**src/rtl/pc_stack_if.sv**
```systemverilog
// Fetch-side bundle for pc_stack: control from decode/ALU in, fetch address and stack status out.
interface pc_stack_if #(
    parameter int D    = 10,
    parameter int OFFW = 8,
    parameter int SD   = 4
) ();
    localparam int SPW = $clog2(SD + 1);

    logic            start;
    logic            stall;
    logic [2:0]      op;
    logic            cond;
    logic [D-1:0]    target;
    logic [OFFW-1:0] offset;

    logic [D-1:0]    pc;
    logic            running;
    logic [SPW-1:0]  sp;
    logic            stack_full;
    logic            stack_empty;
    logic            ovf_err;
    logic            unf_err;

    modport master (
        output start, stall, op, cond, target, offset,
        input  pc, running, sp, stack_full, stack_empty, ovf_err, unf_err
    );

    modport slave (
        input  start, stall, op, cond, target, offset,
        output pc, running, sp, stack_full, stack_empty, ovf_err, unf_err
    );
endinterface

```
**src/rtl/pc_stack.sv**
```systemverilog
// Program counter for the fetch stage with conditional branches, a call/return
// stack, fetch stall and an IDLE/RUN/HALTED run state.
//
// state   | meaning
// --------+-----------------------------------------------------------
// IDLE    | after reset; pc and stack held until start
// RUN     | one pc op per unstalled cycle
// HALTED  | HALT executed; pc and stack held until start or reset
module pc_stack #(
    parameter int D        = 10,
    parameter int OFFW     = 8,
    parameter int SD       = 4,
    parameter int RESET_PC = 0
) (
    input  logic       clk,
    input  logic       reset_n,
    pc_stack_if.slave  bus
);
    localparam int SPW   = $clog2(SD + 1);
    localparam int IDXW  = (SD > 1) ? $clog2(SD) : 1;
    localparam int DEPTH = 2 ** IDXW;

    typedef enum logic [1:0] {
        ST_IDLE   = 2'd0,
        ST_RUN    = 2'd1,
        ST_HALTED = 2'd2
    } state_t;

    typedef enum logic [2:0] {
        OP_NEXT  = 3'b000,
        OP_BREL  = 3'b001,
        OP_BRELC = 3'b010,
        OP_JABS  = 3'b011,
        OP_JABSC = 3'b100,
        OP_CALL  = 3'b101,
        OP_RET   = 3'b110,
        OP_HALT  = 3'b111
    } op_t;

    state_t         state_q, state_d;
    logic [D-1:0]   pc_q, pc_d;
    logic [SPW-1:0] sp_q, sp_d;
    logic           ovf_q, ovf_d;
    logic           unf_q, unf_d;
    logic [D-1:0]   stack_q [DEPTH];
    logic [D-1:0]   stack_d [DEPTH];

    logic [D-1:0]    pc_inc;
    logic [D-1:0]    pc_rel;
    logic [IDXW-1:0] push_idx;
    logic [IDXW-1:0] pop_idx;
    logic            full;
    logic            empty;
    op_t             op;

    assign op       = op_t'(bus.op);
    assign pc_inc   = pc_q + D'(1);
    // Width cast of a signed operand sign-extends before the modulo-2^D add.
    assign pc_rel   = pc_q + D'($signed(bus.offset));
    assign push_idx = IDXW'(sp_q);
    assign pop_idx  = IDXW'(sp_q - SPW'(1));
    assign full     = (sp_q == SPW'(SD));
    assign empty    = (sp_q == '0);

    always_comb begin
        state_d = state_q;
        pc_d    = pc_q;
        sp_d    = sp_q;
        ovf_d   = ovf_q;
        unf_d   = unf_q;
        stack_d = stack_q;

        if (bus.start) begin
            state_d = ST_RUN;
            pc_d    = D'(RESET_PC);
            sp_d    = '0;
            ovf_d   = 1'b0;
            unf_d   = 1'b0;
        end else if (state_q == ST_RUN && !bus.stall) begin
            unique case (op)
                OP_NEXT:  pc_d = pc_inc;
                OP_BREL:  pc_d = pc_rel;
                OP_BRELC: pc_d = bus.cond ? pc_rel : pc_inc;
                OP_JABS:  pc_d = bus.target;
                OP_JABSC: pc_d = bus.cond ? bus.target : pc_inc;
                OP_CALL: begin
                    pc_d = bus.target;
                    if (full) begin
                        ovf_d = 1'b1;
                    end else begin
                        stack_d[push_idx] = pc_inc;
                        sp_d              = sp_q + SPW'(1);
                    end
                end
                OP_RET: begin
                    if (empty) begin
                        pc_d  = pc_inc;
                        unf_d = 1'b1;
                    end else begin
                        pc_d = stack_q[pop_idx];
                        sp_d = sp_q - SPW'(1);
                    end
                end
                OP_HALT:  state_d = ST_HALTED;
                default:  pc_d = pc_q;
            endcase
        end
    end

    always_ff @(posedge clk) begin
        if (!reset_n) begin
            state_q <= ST_IDLE;
            pc_q    <= D'(RESET_PC);
            sp_q    <= '0;
            ovf_q   <= 1'b0;
            unf_q   <= 1'b0;
        end else begin
            state_q <= state_d;
            pc_q    <= pc_d;
            sp_q    <= sp_d;
            ovf_q   <= ovf_d;
            unf_q   <= unf_d;
        end
    end

    // Stack contents are don't-care after reset, so the storage has no reset.
    always_ff @(posedge clk) begin
        stack_q <= stack_d;
    end

    assign bus.pc          = pc_q;
    assign bus.running     = (state_q == ST_RUN);
    assign bus.sp          = sp_q;
    assign bus.stack_full  = full;
    assign bus.stack_empty = empty;
    assign bus.ovf_err     = ovf_q;
    assign bus.unf_err     = unf_q;
endmodule

```
**src/flat_wrapper.sv**
```systemverilog
// flat-port wrapper written by rule: the top's interface ports become plain ports
module pc_stack_flat 
#(
    parameter int D        = 10,
    parameter int OFFW     = 8,
    parameter int SD       = 4,
    parameter int RESET_PC = 0
)
  (clk, reset_n, bus_start, bus_stall, bus_op, bus_cond, bus_target, bus_offset, bus_pc, bus_running, bus_sp, bus_stack_full, bus_stack_empty, bus_ovf_err, bus_unf_err);
  pc_stack_if #(.D(D), .OFFW(OFFW), .SD(SD)) bus_i ();
  input  logic clk;
  input  logic reset_n;
  input wire logic [$bits(bus_i.start)-1:0] bus_start;
  input wire logic [$bits(bus_i.stall)-1:0] bus_stall;
  input wire logic [$bits(bus_i.op)-1:0] bus_op;
  input wire logic [$bits(bus_i.cond)-1:0] bus_cond;
  input wire logic [$bits(bus_i.target)-1:0] bus_target;
  input wire logic [$bits(bus_i.offset)-1:0] bus_offset;
  output wire logic [$bits(bus_i.pc)-1:0] bus_pc;
  output wire logic [$bits(bus_i.running)-1:0] bus_running;
  output wire logic [$bits(bus_i.sp)-1:0] bus_sp;
  output wire logic [$bits(bus_i.stack_full)-1:0] bus_stack_full;
  output wire logic [$bits(bus_i.stack_empty)-1:0] bus_stack_empty;
  output wire logic [$bits(bus_i.ovf_err)-1:0] bus_ovf_err;
  output wire logic [$bits(bus_i.unf_err)-1:0] bus_unf_err;
  assign bus_i.start = bus_start;
  assign bus_i.stall = bus_stall;
  assign bus_i.op = bus_op;
  assign bus_i.cond = bus_cond;
  assign bus_i.target = bus_target;
  assign bus_i.offset = bus_offset;
  assign bus_pc = bus_i.pc;
  assign bus_running = bus_i.running;
  assign bus_sp = bus_i.sp;
  assign bus_stack_full = bus_i.stack_full;
  assign bus_stack_empty = bus_i.stack_empty;
  assign bus_ovf_err = bus_i.ovf_err;
  assign bus_unf_err = bus_i.unf_err;
  pc_stack #(.D(D), .OFFW(OFFW), .SD(SD), .RESET_PC(RESET_PC)) u_core (.clk(clk), .reset_n(reset_n), .bus(bus_i));
endmodule
```
**config.mk**
```make
export PLATFORM = sky130hd
export DESIGN_NAME = pc_stack_flat
export DESIGN_NICKNAME = d
export VERILOG_FILES = /design/src/rtl/pc_stack_if.sv /design/src/rtl/pc_stack.sv /design/src/flat_wrapper.sv
export SDC_FILE = /design/constraint.sdc
export NUM_CORES = 1
export LEC_CHECK = 0
export BUFFER_PORTS_ARGS = -buffer_cell sky130_fd_sc_hd__buf_2
export CAP_MARGIN = 20
export CELL_PAD_IN_SITES_DETAIL_PLACEMENT = 0
export CELL_PAD_IN_SITES_GLOBAL_PLACEMENT = 1
export CORE_UTILIZATION = 30
export DETAILED_ROUTE_END_ITERATION = 12
export PLACE_DENSITY_LB_ADDON = 0.1
export SLEW_MARGIN = 20
export SYNTH_ARGS = -nofsm -noshare
export SYNTH_HDL_FRONTEND = slang
export SYNTH_SLANG_ARGS = --single-unit
```
**constraint.sdc**
```tcl
create_clock -name clk -period 4.8 [get_ports clk]
set_input_delay 0.96 -clock clk [delete_from_list [all_inputs] [get_ports clk]]
set_output_delay 0.96 -clock clk [all_outputs]
set_load 0.005 [all_outputs]
```
==> results summary, run 1 <==
On the worst path, the slowest cell contributes a delay of 850 ps. The initial antenna violation count is 0. The synthesized flop and latch total is 57. The horizontal die dimension came out at 108 microns. The flow ran to the end, and the final reports show no timing, DRC or antenna violations.

The dominant synthesized flop cell is sky130_fd_sc_hd__edfxtp_1. The data arrival at the endpoint of the critical path came out at 2070 ps. The vias after detailed routing came out at 2452. The final weighted congestion in routability-driven placement came out at 0.753. By area the synthesized netlist is led by sky130_fd_sc_hd__edfxtp_1 36%, sky130_fd_sc_hd__dfxtp_1 10%, sky130_fd_sc_hd__ha_1 5.9%. The power per standard cell area is 275 nW/um^2. The tree is rooted in a sky130_fd_sc_hd__clkbuf_8. Entering global routing, the biggest net connects 19 pins.

The kind of path behind the tightest hold check is reg -> reg. In this design, the critical path's most frequently occurring cell is sky130_fd_sc_hd__ha_1. The number of endpoints with negative hold slack in the final report is 0.

The clock net sink count is 57. The beginning of the worst register-to-register path is u_core.bus.sp[0]$_SDFFE_PP0P_. The number of gates given a new drive strength after cts is 0.

Of the cells placed in the final design, the portion with a size suffix greater than 1 is 22.9%. TritonCTS built the clock tree. The via count of the first global-routing pass came to 2442. The full die area is 11700 sq um. The count of inserted antenna diode cells came out at 0.

The setup TNS after final layout came out at 0 ps. The final HPWL from detailed placement came out at 6500 microns. The final worst clock skew is 11.8 ps.

The post-synthesis async set-or-reset flop share is 0%. In the final design database the tool counted 370 nets. The signal on the critical path passes through inv_1 > ha_1 > ha_1 > buf_2. Compared with the post-synthesis result, the final layout area differs by 14.7%. The distinct cell type count of the synthesized netlist is 63. The most common cell after layout, fill and taps aside is sky130_fd_sc_hd__buf_2. sky130_fd_sc_hd__edfxtp_1 takes more of the synthesized area than any other cell. The detail-routed net length per standard cell is 18.6 microns. The number of setup buffers added after CTS is 0.

The vertical die dimension is 108 microns. The overflow left after global routing came out at 0. The upper clock frequency limit came out at 0.330 GHz.

The number of hold-repair buffers added at the cts stage is 0. The worst setup path is of the reg -> out kind. The global-route wire length before repair came out at 13800 microns. The level count of the clock H-tree came out at 3. The synthesis warning total is 0. Counting both buffers and inverters, the worst setup path holds a total of 2. In the routed layout, each cell is associated on average with a via count of 5.19.

Setup slack closes at 1770 ps. After synthesis the cells add up to 3370 sq um. The maximum fanout count along the critical path came out at 15.

Clock tree synthesis inserted a total of 9 buffers. Timing analysis after detailed placement gives a worst setup slack of 1830 ps. Synthesis produced a netlist with a net count of 330. After the first detailed-routing iteration, the DRC count stood at 100.

The placeable core region is 10900 sq um. The total leakage power is 1.46 nW. The cell family contributing the most delay on the critical path is flip-flops. The final number of max-transition violations was 0. The part of the cycle the worst path needs came out at 63.1%.

Setup repair after global routing left no endpoint under its margin. The category of the worst setup path launch point is a flip-flop. The number of failing setup endpoints in the final timing report is 0.

After synthesis, the mean cell area works out to 11.7 sq um. At the pin with the least slew margin, the transition time is 815 ps. The insertion delay of the later-clocked pin in the worst-skew pair came out at 340 ps. The total global-route track usage came out at 16.2%. The sequential share of the synthesized area is 45.7%. The launching instance or port of the critical path is u_core.bus.sp[0]$_SDFFE_PP0P_. The startpoint identified for the worst hold timing path is u_core.bus.ovf_err$_SDFFE_PP0P_. The top cell types in the final layout, fill and taps aside, are 43 x sky130_fd_sc_hd__buf_2, 40 x sky130_fd_sc_hd__edfxtp_1, 20 x sky130_fd_sc_hd__nor2_1, 17 x sky130_fd_sc_hd__dfxtp_1. The number of rows created at floorplan is 38.

The starting density of the core is 31.0%. Headroom to the max-slew limit came out at 45.6%. The synthesized design devotes to its leading area cell type 35.6% of total area.

Yosys mapped a number of flops with a built-in enable equal to 40. The count of TritonRoute iterations in the first routing pass is 6. The residual DRC count came out at 0. The register clock-pin slew on the reported worst setup and hold paths is 80 ps.

The critical path endpoint category is an output pin. The number of max-cap violations is 0. The post-detailed-route count of antenna-violating nets came out at 0. The required time of the critical path came out at 3840 ps. The shortest clock period the worst path allows after layout came out at 3030 ps. For this block, the routed nets add up to 8790 microns of wire. The gate count of the mapped netlist is 287. Once layout is complete, the utilization of the core stands at 35.5%. The peak supply drop is 0.118 mV. The count of pins on the block boundary is 44. The longest clock path from root to sink contains 2 buffers. The slowest stage of the critical path belongs to the cell sky130_fd_sc_hd__dfxtp_1. The number of port buffers came out at 43.
==> state kept, by name, summed over array words and instances, names as in the netlist <==
signal              cells
u_core.stack_q         40
u_core.bus.pc          10
u_core.bus.sp           3
u_core.state_q          2
u_core.bus.ovf_err      1
u_core.bus.unf_err      1
==> stage by stage <==
step / power [mW] / std cells / instance area (sq um) / hold WS, ps
2_1_floorplan: 0.612 / 287 / 3370 / 461
3_3_place_gp: 0.652 / 456 / 3680 / 449
3_5_place_dp: 0.651 / 456 / 3680 / 455
4_1_cts: 1.08 / 472 / 3870 / 476
5_1_grt: 1.12 / 472 / 3870 / 490
6_report: 1.06 / 472 / 3870 / 475
==> power by group <==
group	switching (mW)	internal, mW	total (mW)
combinational	0.0643	0.0428	0.107
sequential	0.00635	0.525	0.532
clock	0.227	0.196	0.423
total	0.298	0.764	1.06
==> cell usage after synthesis (3+ instances only) <==
cell,count
sky130_fd_sc_hd__a221oi_2,3
sky130_fd_sc_hd__nor2b_1,5
sky130_fd_sc_hd__xnor2_1,9
sky130_fd_sc_hd__ha_1,16
sky130_fd_sc_hd__nor3_1,3
sky130_fd_sc_hd__o21a_1,5
sky130_fd_sc_hd__nand2b_1,5
sky130_fd_sc_hd__a21o_1,3
sky130_fd_sc_hd__a21oi_1,13
sky130_fd_sc_hd__buf_2,6
sky130_fd_sc_hd__nand3b_1,5
sky130_fd_sc_hd__a211oi_1,3
sky130_fd_sc_hd__mux4_1,7
sky130_fd_sc_hd__o21ai_0,14
sky130_fd_sc_hd__edfxtp_1,40
sky130_fd_sc_hd__nor2_1,20
sky130_fd_sc_hd__inv_1,7
sky130_fd_sc_hd__o22ai_1,4
sky130_fd_sc_hd__xor2_1,6
sky130_fd_sc_hd__a221o_1,5
sky130_fd_sc_hd__and2_1,4
sky130_fd_sc_hd__nand4_1,3
sky130_fd_sc_hd__a22oi_1,3
sky130_fd_sc_hd__dfxtp_1,17
sky130_fd_sc_hd__a31oi_1,5
sky130_fd_sc_hd__nand2_1,16
sky130_fd_sc_hd__clkbuf_1,3
sky130_fd_sc_hd__nand3_1,5
sky130_fd_sc_hd__o2111ai_1,4
sky130_fd_sc_hd__mux4_2,3
sky130_fd_sc_hd__a221oi_1,4
sky130_fd_sc_hd__and3_1,4
==> per-layer routing <==
layer  share of wire (%)  up-vias  routed length [microns]  track usage [%]
met4                 1.3        0                      113             4.70
met3                 3.2       11                      281             3.68
li1                    -     1218                        -                -
met2                  48       34                     4210             26.2
met1                  48     1189                     4190             21.7
met5                   0        -                        0                0
==> area by class of cell <==
cell class	instances	area [sq um]
timing repair buffer	43	215
tap	140	175
clock inverter	7	58.8
clock buffer	9	124
fill	1112	7020
sequential	57	1540
inverter	7	26.3
multi-input combinational	209	1730
==> kinds of logic (layout without fill, tap and decap cells) <==
logic type                 count (synthesis)  in the layout  synth area share (%)
muxes                                     12             12                  8.09
buffers and inverters                     21             66                  3.12
adders and majority gates                 17             17                  6.53
AOI/OAI and AO/OA                         83             83                  18.8
DFF                                       57             57                  45.7
and+or+nand+nor                           82             82                  13.8
xor gates and xnor gates                  15             15                  3.90
==> worst reg2reg max path, cell delays in order, from the launching register on <==
cell and delay, ps:
sky130_fd_sc_hd__dfxtp_1 850, sky130_fd_sc_hd__inv_1 150, sky130_fd_sc_hd__ha_1 280, sky130_fd_sc_hd__ha_1 230, sky130_fd_sc_hd__nor3b_2 260, sky130_fd_sc_hd__and3b_1 250, sky130_fd_sc_hd__and2_1 490
==> final timing paths <==
| check | to | slack [ps] | depth (start not counted) |
|---|---|---|---|
| hold reg to reg | u_core.bus.ovf_err$_SDFFE_PP0P_ | 480 | 2 |
| setup / recovery | bus_stack_empty | 1770 | 4 |
| setup reg to reg | u_core.stack_q[3]$_DFFE_PP_ | 1920 | 6 |
| hold / removal | u_core.bus.ovf_err$_SDFFE_PP0P_ | 480 | 2 |
(Power assumes the default switching activity.)
==> run 2, diff against run 1 <==
clock period = 2.6 ns   (was 4.8 ns; I/O delays follow)
==> results summary, run 2 (synthesis results as in run 1) <==
The post-CTS setup buffer count is 0. The post-detailed-route count of antenna-violating nets came out at 0. Combinational logic burns 9.8% of the power. Of the cells placed in the final design, the portion with a size suffix greater than 1 is 26.4%. The number of port buffers came out at 43. The data arrival at the endpoint of the critical path is 2430 ps. Clock-pin slew was measured on the worst setup and hold paths at 80 ps. The shortest clock period the worst path allows after layout came out at 2170 ps. The via count of the first global-routing pass is 2427. The maximum clock path buffer count came out at 2. The number of hold-repair buffers added at the cts stage is 0.

In this run the clock root is driven by a sky130_fd_sc_hd__clkbuf_8. The worst setup path is captured at a flip-flop. The most common cell after layout, fill and taps aside is sky130_fd_sc_hd__buf_2. The final weighted congestion in routability-driven placement is 0.774. For this design the top-level I/O count stands at 44. The startpoint identified for the worst hold timing path is reset_n. The growth of design area from synthesis to finish is 19.5%. The routed layout has 2482 vias. By startpoint and endpoint, the worst setup path is classified as reg -> reg. The part of the cycle the worst path needs is 83.6%. Headroom to the max-slew limit came out at 61.6%. The maximum fanout count along the critical path came out at 2. STA puts the critical path data required time at 2850 ps.

The final HPWL from detailed placement is 6520 microns. The switching power as a share of total power came out at 24.9%. The TritonCTS clock tree is done.

The transition at the pin with the smallest max-transition slack came out at 572 ps. The final worst clock skew came out at 14.3 ps. The number of gates given a new drive strength after cts came out at 0. After the first detailed-routing iteration, the DRC count stood at 93. The critical path runs through a total of 7 cells. Ranked by flip-flop count, first place goes to u_core.stack_q. The launching instance or port of the critical path is u_core.bus.pc[0]$_SDFFE_PP0P_.

The total leakage power came out at 1.56 nW. The detail-routed net length per standard cell is 17.9 microns. Broken down by cell family, the worst path's largest delay share belongs to compound AO/OA/AOI/OAI gates.

The layout has 1075 filler cells. The worst hold path passes through 2 cells. The initial antenna violation count is 0. In the layout the commonest cells are 43 x sky130_fd_sc_hd__buf_2, 40 x sky130_fd_sc_hd__edfxtp_1, 20 x sky130_fd_sc_hd__nor2_1, 17 x sky130_fd_sc_hd__dfxtp_1.

The delay contributed by the slowest stage of the critical path came out at 410 ps. The critical path buffer and inverter count came out at 0. Setup repair after global routing left no endpoint under its margin.

The global-route wire length before repair is 13500 microns. The level count of the clock H-tree is 3. The cell internal power dissipation is 1.60 mW. The count of inserted antenna diode cells came out at 0.

The core region is 10900 sq um. The total wire length after detailed routing is 8740 microns. The total clock buffers created by CTS came out at 9. The number of failing setup endpoints in the final timing report came out at 0.

The cell depth of the worst flop-to-flop path came out at 7. The sequential group share of total power came out at 45.8%. The number of endpoints with negative hold slack in the final report is 0. The signal on the critical path passes through ha_1 > fa_1 > a211oi_1 > o21ai_0 > a21oi_1 > mux2_2 > a31oi_1.

The slowest stage of the critical path belongs to the cell sky130_fd_sc_hd__fa_1. IR analysis of the VDD net gives a maximum drop of 0.259 mV. The maximum number of pins on one net before global-route repair is 19. Derived from the worst setup path, the maximum achievable clock frequency is 0.460 GHz. The flow ran to the end, and the final reports show no timing, DRC or antenna violations. The worst hold slack after final layout came out at 428 ps. The insertion delay of the later-clocked pin in the worst-skew pair is 330 ps. The share of total power in the clock network is 44.4%. Summed over all layers, the global routing overflow is 0.

The net count of the finished layout is 386. Power comes to 2.13 mW. Global routing consumed, over all layers together, 15.9% of the routing resources. The total net switching power is 532 uW. For this run, design rule violations remaining after detail routing come to 0. The count of TritonRoute iterations in the first routing pass came out at 4. The final number of max-transition violations is 0. Power spread over the standard cell area amounts to 530 nW/um^2.

The number of rows created at floorplan came out at 38. The full die area came out at 11700 sq um. Dividing the detail-routed via count by the number of cells gives 5.09.

The clock net sink count came out at 57. The number of max-cap violations is 0. Once the floorplan was initialized, standard cells occupied 31.0% of the core.

In this run the critical register-to-register path is launched from u_core.bus.pc[0]$_SDFFE_PP0P_. The flip-flop count of the largest register, all copies and words added is 40. The horizontal die dimension came out at 108 microns.

In the final timing run, aggregate negative setup slack is 0 ps. The kind of path behind the tightest hold check is in -> reg. In this run the vertical extent of the chip is 108 microns.

The category of the worst setup path launch point is a flip-flop.
## run 2: cell types whose count changed in the layout (fill, tap and decap cells not counted)
cell	change
sky130_fd_sc_hd__bufinv_16	+2
sky130_fd_sc_hd__inv_6	-3
sky130_fd_sc_hd__clkinv_4	+1
sky130_fd_sc_hd__buf_4	+16
## run 2: power by group through the flow
stage / clock (mW) / combinational [mW] / sequential, mW
after CTS: 0.972 / 0.210 / 0.978
after floorplan: 0 / 0.132 / 0.998
final: 0.948 / 0.208 / 0.978
after global routing: 1.01 / 0.230 / 0.979
after detailed placement: 0 / 0.209 / 0.999
after global placement: 0 / 0.212 / 0.999
## run 2: worst paths after layout
path | to | slack [ps]
min reg2reg | u_core.bus.ovf_err$_SDFFE_PP0P_ | 480
min | u_core.state_q[0]$_SDFFE_PN0P_ | 430
max reg2reg | u_core.bus.pc[8]$_SDFFE_PP0P_ | 430
max | u_core.bus.pc[8]$_SDFFE_PP0P_ | 430
## run 2: area by class of cell
| type | count | area (sq um) | share of cell area (%) |
|---|---|---|---|
| Multi-Input combinational cell | 209 | 1730 | 42.8 |
| Sequential cell | 57 | 1540 | 38.3 |
| Timing Repair Buffer | 59 | 335 | 8.32 |
| Tap cell | 140 | 175 | 4.35 |
| Clock buffer | 9 | 124 | 3.07 |
| Clock inverter | 7 | 101 | 2.52 |
| Inverter | 7 | 26.3 | 0.652 |
## run 2: stage by stage
step / instances / utilization, % / setup slack, ps / area (sq um)
final: 488 / 37.0 / 426 / 4030
after CTS: 488 / 37.0 / 418 / 4030
after global placement: 472 / 34.9 / 178 / 3800
after detailed placement: 472 / 34.9 / 149 / 3800
after global routing: 488 / 37.0 / 330 / 4030
after floorplan: 287 / - / 339 / 3370
## run 2: layer usage
layer	vias to the layer above	GRT usage, %	routed length [microns]
met1	1198	22.2	4260
li1	1245	-	-
met3	9	2.41	214
met2	30	24.6	4140
met5	-	0	0
met4	0	6.26	125
## run 2: worst register-to-register path: stages, from the launching register on
cell	delay (ps)
sky130_fd_sc_hd__dfxtp_1	320
sky130_fd_sc_hd__ha_1	220
sky130_fd_sc_hd__fa_1	410
sky130_fd_sc_hd__a211oi_1	340
sky130_fd_sc_hd__o21ai_0	140
sky130_fd_sc_hd__a21oi_1	160
sky130_fd_sc_hd__mux2_2	350
sky130_fd_sc_hd__a31oi_1	150
